$ cat src/rtl/penta_pkg.sv
`default_nettype none
// ============================================================================
//  Module      : penta_pkg
//  Description : Shared constants and the digit type for the base-5 adder.
//  Revision    : 1.0 - initial release
// ============================================================================
package penta_pkg;

    // Radix of the number system and the largest legal digit value
    localparam int PENTA_BASE      = 5;
    localparam int PENTA_MAX_DIGIT = 4;

    // Each base-5 digit is carried in a 3-bit slice (values 5..7 are illegal)
    localparam int DIGIT_W         = 3;

    typedef logic [DIGIT_W-1:0] penta_digit_t;

endpackage : penta_pkg
`default_nettype wire

$ cat src/rtl/penta_digit_add.sv
`default_nettype none
// ============================================================================
//  Module      : penta_digit_add
//  Description : Single base-5 digit full adder (purely combinational).
//                Digits 5..7 are not rejected here; they follow the same
//                subtract-base-and-carry rule with the result truncated.
//  Revision    : 1.0 - initial release
// ============================================================================
module penta_digit_add
    import penta_pkg::*;
(
    input  penta_digit_t a,
    input  penta_digit_t b,
    input  logic         cin,
    output penta_digit_t s,
    output logic         cout
);

    // One extra bit holds the largest raw sum (7 + 7 + 1 = 15)
    localparam int RAW_W = DIGIT_W + 1;

    logic [RAW_W-1:0] raw;

    // Binary add, then fold back into base 5 when the sum reaches the radix
    always_comb begin
        raw  = RAW_W'(a) + RAW_W'(b) + RAW_W'(cin);
        s    = raw[DIGIT_W-1:0];
        cout = 1'b0;
        if (raw > RAW_W'(PENTA_MAX_DIGIT)) begin
            s    = DIGIT_W'(raw - RAW_W'(PENTA_BASE));
            cout = 1'b1;
        end
    end

endmodule : penta_digit_add
`default_nettype wire

$ cat src/rtl/hw17.sv
`default_nettype none
// ============================================================================
//  Module      : hw17
//  Description : N_DIGITS-wide base-5 ripple adder with a one-cycle registered
//                result. Optional macro PENTA_ERR_EN adds a registered err
//                output that flags any captured digit above 4 and forces the
//                sum and carry to zero for that operand pair.
//  Revision    : 1.0 - initial release
// ============================================================================
module hw17
    import penta_pkg::*;
#(
    parameter int N_DIGITS = 1
) (
    input  logic                        clk,
    input  logic                        rst,
    input  logic                        in_valid,
    input  logic [DIGIT_W*N_DIGITS-1:0] A,
    input  logic [DIGIT_W*N_DIGITS-1:0] B,
    output logic                        out_valid,
    output logic                        cout,
    output logic [DIGIT_W*N_DIGITS-1:0] Sum
`ifdef PENTA_ERR_EN
    ,
    output logic                        err
`endif
);

    localparam int SUM_W = DIGIT_W * N_DIGITS;

    // Ripple chain: carry[0] is tied low, carry[N_DIGITS] is the final carry
    logic [N_DIGITS:0] carry;
    logic [SUM_W-1:0]  sum_raw;

    logic [SUM_W-1:0]  sum_q,   sum_d;
    logic              cout_q,  cout_d;
    logic              valid_q, valid_d;

    assign carry[0] = 1'b0;

    generate
        for (genvar gi = 0; gi < N_DIGITS; gi++) begin : g_digit
            penta_digit_add u_digit (
                .a    (A[gi*DIGIT_W +: DIGIT_W]),
                .b    (B[gi*DIGIT_W +: DIGIT_W]),
                .cin  (carry[gi]),
                .s    (sum_raw[gi*DIGIT_W +: DIGIT_W]),
                .cout (carry[gi+1])
            );
        end
    endgenerate

`ifdef PENTA_ERR_EN
    logic range_err;
    logic err_q, err_d;

    // Flag any operand digit outside the legal base-5 range
    always_comb begin
        range_err = 1'b0;
        for (int i = 0; i < N_DIGITS; i++) begin
            if ((A[i*DIGIT_W +: DIGIT_W] > DIGIT_W'(PENTA_MAX_DIGIT)) ||
                (B[i*DIGIT_W +: DIGIT_W] > DIGIT_W'(PENTA_MAX_DIGIT))) begin
                range_err = 1'b1;
            end
        end
    end
`endif

    // Next-state: capture a new result when qualified, otherwise hold it
    always_comb begin
        sum_d   = sum_q;
        cout_d  = cout_q;
        valid_d = 1'b0;
`ifdef PENTA_ERR_EN
        err_d   = err_q;
`endif
        if (in_valid) begin
            valid_d = 1'b1;
            sum_d   = sum_raw;
            cout_d  = carry[N_DIGITS];
`ifdef PENTA_ERR_EN
            err_d   = range_err;
            if (range_err) begin
                sum_d  = '0;
                cout_d = 1'b0;
            end
`endif
        end
    end

    // Output registers; reset wins over a same-edge capture
    always_ff @(posedge clk) begin
        if (rst) begin
            sum_q   <= '0;
            cout_q  <= 1'b0;
            valid_q <= 1'b0;
`ifdef PENTA_ERR_EN
            err_q   <= 1'b0;
`endif
        end else begin
            sum_q   <= sum_d;
            cout_q  <= cout_d;
            valid_q <= valid_d;
`ifdef PENTA_ERR_EN
            err_q   <= err_d;
`endif
        end
    end

    assign Sum       = sum_q;
    assign cout      = cout_q;
    assign out_valid = valid_q;
`ifdef PENTA_ERR_EN
    assign err       = err_q;
`endif

endmodule : hw17
`default_nettype wire

$ cat config.mk
export PLATFORM = sky130hd
export DESIGN_NAME = hw17
export DESIGN_NICKNAME = d
export VERILOG_FILES = /design/src/rtl/penta_pkg.sv /design/src/rtl/penta_digit_add.sv /design/src/rtl/hw17.sv
export SDC_FILE = /design/constraint.sdc
export NUM_CORES = 1
export LEC_CHECK = 0
export ABC_CLOCK_PERIOD_IN_PS = 2600
export CAP_MARGIN = 10
export CORE_AREA = 2 2 39 41
export DETAILED_ROUTE_END_ITERATION = 8
export DIE_AREA = 0 0 41 43
export GPL_TIMING_DRIVEN = 0
export PLACE_DENSITY = 0.59
export SLEW_MARGIN = 10
export SYNTH_ARGS = -nofsm -noshare
export SYNTH_HDL_FRONTEND = slang
export SYNTH_SLANG_ARGS = --single-unit
$ cat constraint.sdc
create_clock -name clk -period 2.6 [get_ports clk]
set_input_delay 0.26 -clock clk [delete_from_list [all_inputs] [get_ports clk]]
set_output_delay 0.26 -clock clk [all_outputs]
set_load 0.05 [all_outputs]
==> flow_summary.yaml <==
run_status:
  status: "completed"
critical_path:
  critPathMaxFanout: 5
  timing.critical_path.to_type: "flip-flop"
  worstSetupStartpointType: "input pin"
  timing_worst_setup_path_type: "input pin to flip-flop"
  critPathArrivalTime_ns: 2.56
  critPathRequiredTime_ns: 2.73
logic_synthesis:
  synthTopCellsByArea: "dfxtp_1 (33%), ha_1 (16%), fa_1 (6.5%)"
  syn_area_per_cell_um2: 9.619
  synthMostInstantiatedCell: "dfxtp_1"
  synthTopCellsByCount: "dfxtp_1 (5), ha_1 (4), inv_1 (3), nor2_1 (3)"
  synth_seq_area_share_pct: 32.52
  synth.ff_latch_count: 5
  synth_edf_count: 0
  syn-num-nets: 46
  synthDominantAreaCellType: "dfxtp_1"
  netlist_instances: 32
  postSynth.asyncResetShare_pct: 0
  yosys_top_cell_area_share_pct: 32.52
  synth.cell_area_um2: 307.8
  dominantRegCellSynth: "dfxtp_1"
  yosys_warnings: 0
  synthDistinctLibCells: 19
placement:
  gp_congestion: 0.6814
  post_place_setup_slack_ns: -0.02957
  count_of_buffers_inserted_at_the_top_level_ports: 12
  post-dp-hpwl_um: 465.5
clocking:
  clk_root_buffer_cell: "clkbuf_4"
  tritoncts: "done"
  cts.repair.resized: 0
  numCtsBuffers: 3
  post_cts_setup_driven_buffer_insertion_count: 0
  htreeDepth: 1
  clk_pin_slew_worst_paths_ns: 0.04
  cts.path.max_buffers: 2
  clk-insertion-delay-late_ns: 0.23
  hold_fix_buffers_cts: 0
  clock_sink_count: 5
power_and_ir_drop:
  leakagePower_nw: 0.1961
  max_vdd_drop_v: 0.0003176
  power_density_nw_per_um2: 580.1
sta:
  actual_transition_at_the_worst_max_transition_pin_ns: 0.4997
  period_share_pct: 93.64
  worst_slack_ns: 0.1655
  clock.fmax_mhz: 410.8
  final_period_minus_worst_setup_slack_ns: 2.435
  report.final.setup_viol: 0
  timing_hold_violations_final: 0
  report.final.slew_viol_count: 0
  total_negative_setup_slack_ns: 0
  hold_worst_slack_ns: 0.4312
  slew_headroom_pct: 66.58
  finalClockSkew_ns: 0
  rsz0062_at_grt: "false"
run:
  timing.max_cap.violations: 0
route:
  route.top_layer_used: "met3"
  drc: 0
  met2WireLength_um: 340
  detailroute.via_count: 283
  vias_per_cell: 4.422
  detailroute.wirelength.met3_um: 35
  route.final.wire_length_um: 599
  postRouteAntennaNets: 0
  wl_met1_um: 224
  drt_iter0_drc: 5
  post_drt_wl_per_cell_um: 9.359
  first_pass_iters: 2
die:
  core_region_area_um2: 1384
  design.portCount: 14
  die_y_um: 43
  placement_rows: 14
  start_util_pct: 22.24
  die-width_um: 41
  floorplan_die_area_um2: 1763
finish:
  antennaDiodeCount: 0
  nNetsFinal: 63
  area_growth_pct: 54.07
  final_layout_size_suffix_gt1_share_pct: 6.250
  fillCellCount: 152
global_routing:
  overflow: 0
  first_pass_grt_wire_length_um: 1021
  first_global_vias: 298
  grt_max_degree: 11
  grt_antenna_before_repair: 0
  global_route.usage.total_pct: 8.753
worst_hold_path:
  holdCritPathClass: "input pin to flip-flop"
[layout by cell type (no fill, tap or decap), types with 2 or more instances in the layout]
cell type / instances
clkdlybuf4s50_1: 12
dfxtp_1: 5
ha_1: 4
inv_1: 3
nor2_1: 3
clkbuf_4: 3
clkbuf_1: 2
a21oi_1: 2
a211oi_1: 2
[report_power, final]
group | internal, W | switching (W) | total, W
Clock | 0.0000579 | 0.0000291 | 0.0000870
Sequential | 0.0000847 | 0.00000328 | 0.0000880
Combinational | 0.0000434 | 0.0000567 | 0.000100
Total | 0.000186 | 0.0000891 | 0.000275
[through the flow]
stage / cells / total power [W] / util, % / area, µm²
finish: 64 / 0.0002751 / 34.27 / 474.2
global route: 64 / 0.0002945 / 34.27 / 474.2
CTS: 64 / 0.0002805 / 34.27 / 474.2
detailed placement: 60 / 0.0001897 / 32.37 / 447.9
global placement: 60 / 0.0001884 / 32.37 / 447.9
floorplan: 32 / 0.0001546 / - / 307.8
[final timing paths]
| path | from | endpoint | slack, ns | cells after the start |
|---|---|---|---|---|
| min | in_valid | out_valid$_SDFF_PP0_ | 0.43 | 2 |
| max reg2reg | Sum[0]$_SDFFE_PP0P_ | Sum[0]$_SDFFE_PP0P_ | 1.83 | 2 |
| max | A[0] | Sum[0]$_SDFFE_PP0P_ | 0.17 | 8 |
| min reg2reg | cout$_SDFFE_PP0P_ | cout$_SDFFE_PP0P_ | 0.49 | 2 |
[critical path, cell delays in order]
cell	delay [ns]
clkdlybuf4s50_1	0.40
ha_1	0.22
fa_1	0.52
inv_1	0.05
ha_1	0.21
o211a_1	0.28
or4b_1	0.49
o311ai_1	0.12
[kinds of logic (layout without fill, tap and decap cells)]
group                      after synthesis  count (layout)  share of synthesized area (%)
DFF                                      5               5                          32.52
adders and majority gates                5               5                          22.77
and+or+nand+nor                          9               9                          16.67
muxes                                    1               1                          3.252
buffers and inverters                    4              20                          4.877
AOI/OAI and AO/OA                        7               7                          17.07
xor gates and xnor gates                 1               1                          2.846
[registers in the layout (all words and copies together), names as in the netlist]
name       cells
out_valid      1
cout           1
Sum            3
[routing by layer]
metal,vias to the layer above,GRT usage (%)
met5,-,0
met4,0,4.667
met3,0,6.806
met2,7,14.06
met1,126,7.120
li1,150,-
[layout make-up]
cell class                 count  area [µm²]  area share, %
timing repair buffer          12       120.1          25.33
clock buffer                   4       26.28          5.541
sequential                     5       100.1          21.11
buffer                         1       3.754         0.7916
tap                           16       20.02          4.222
multi-input combinational     23       192.7          40.63
inverter                       3       11.26          2.375
Power figures use the tool's default switching activity.
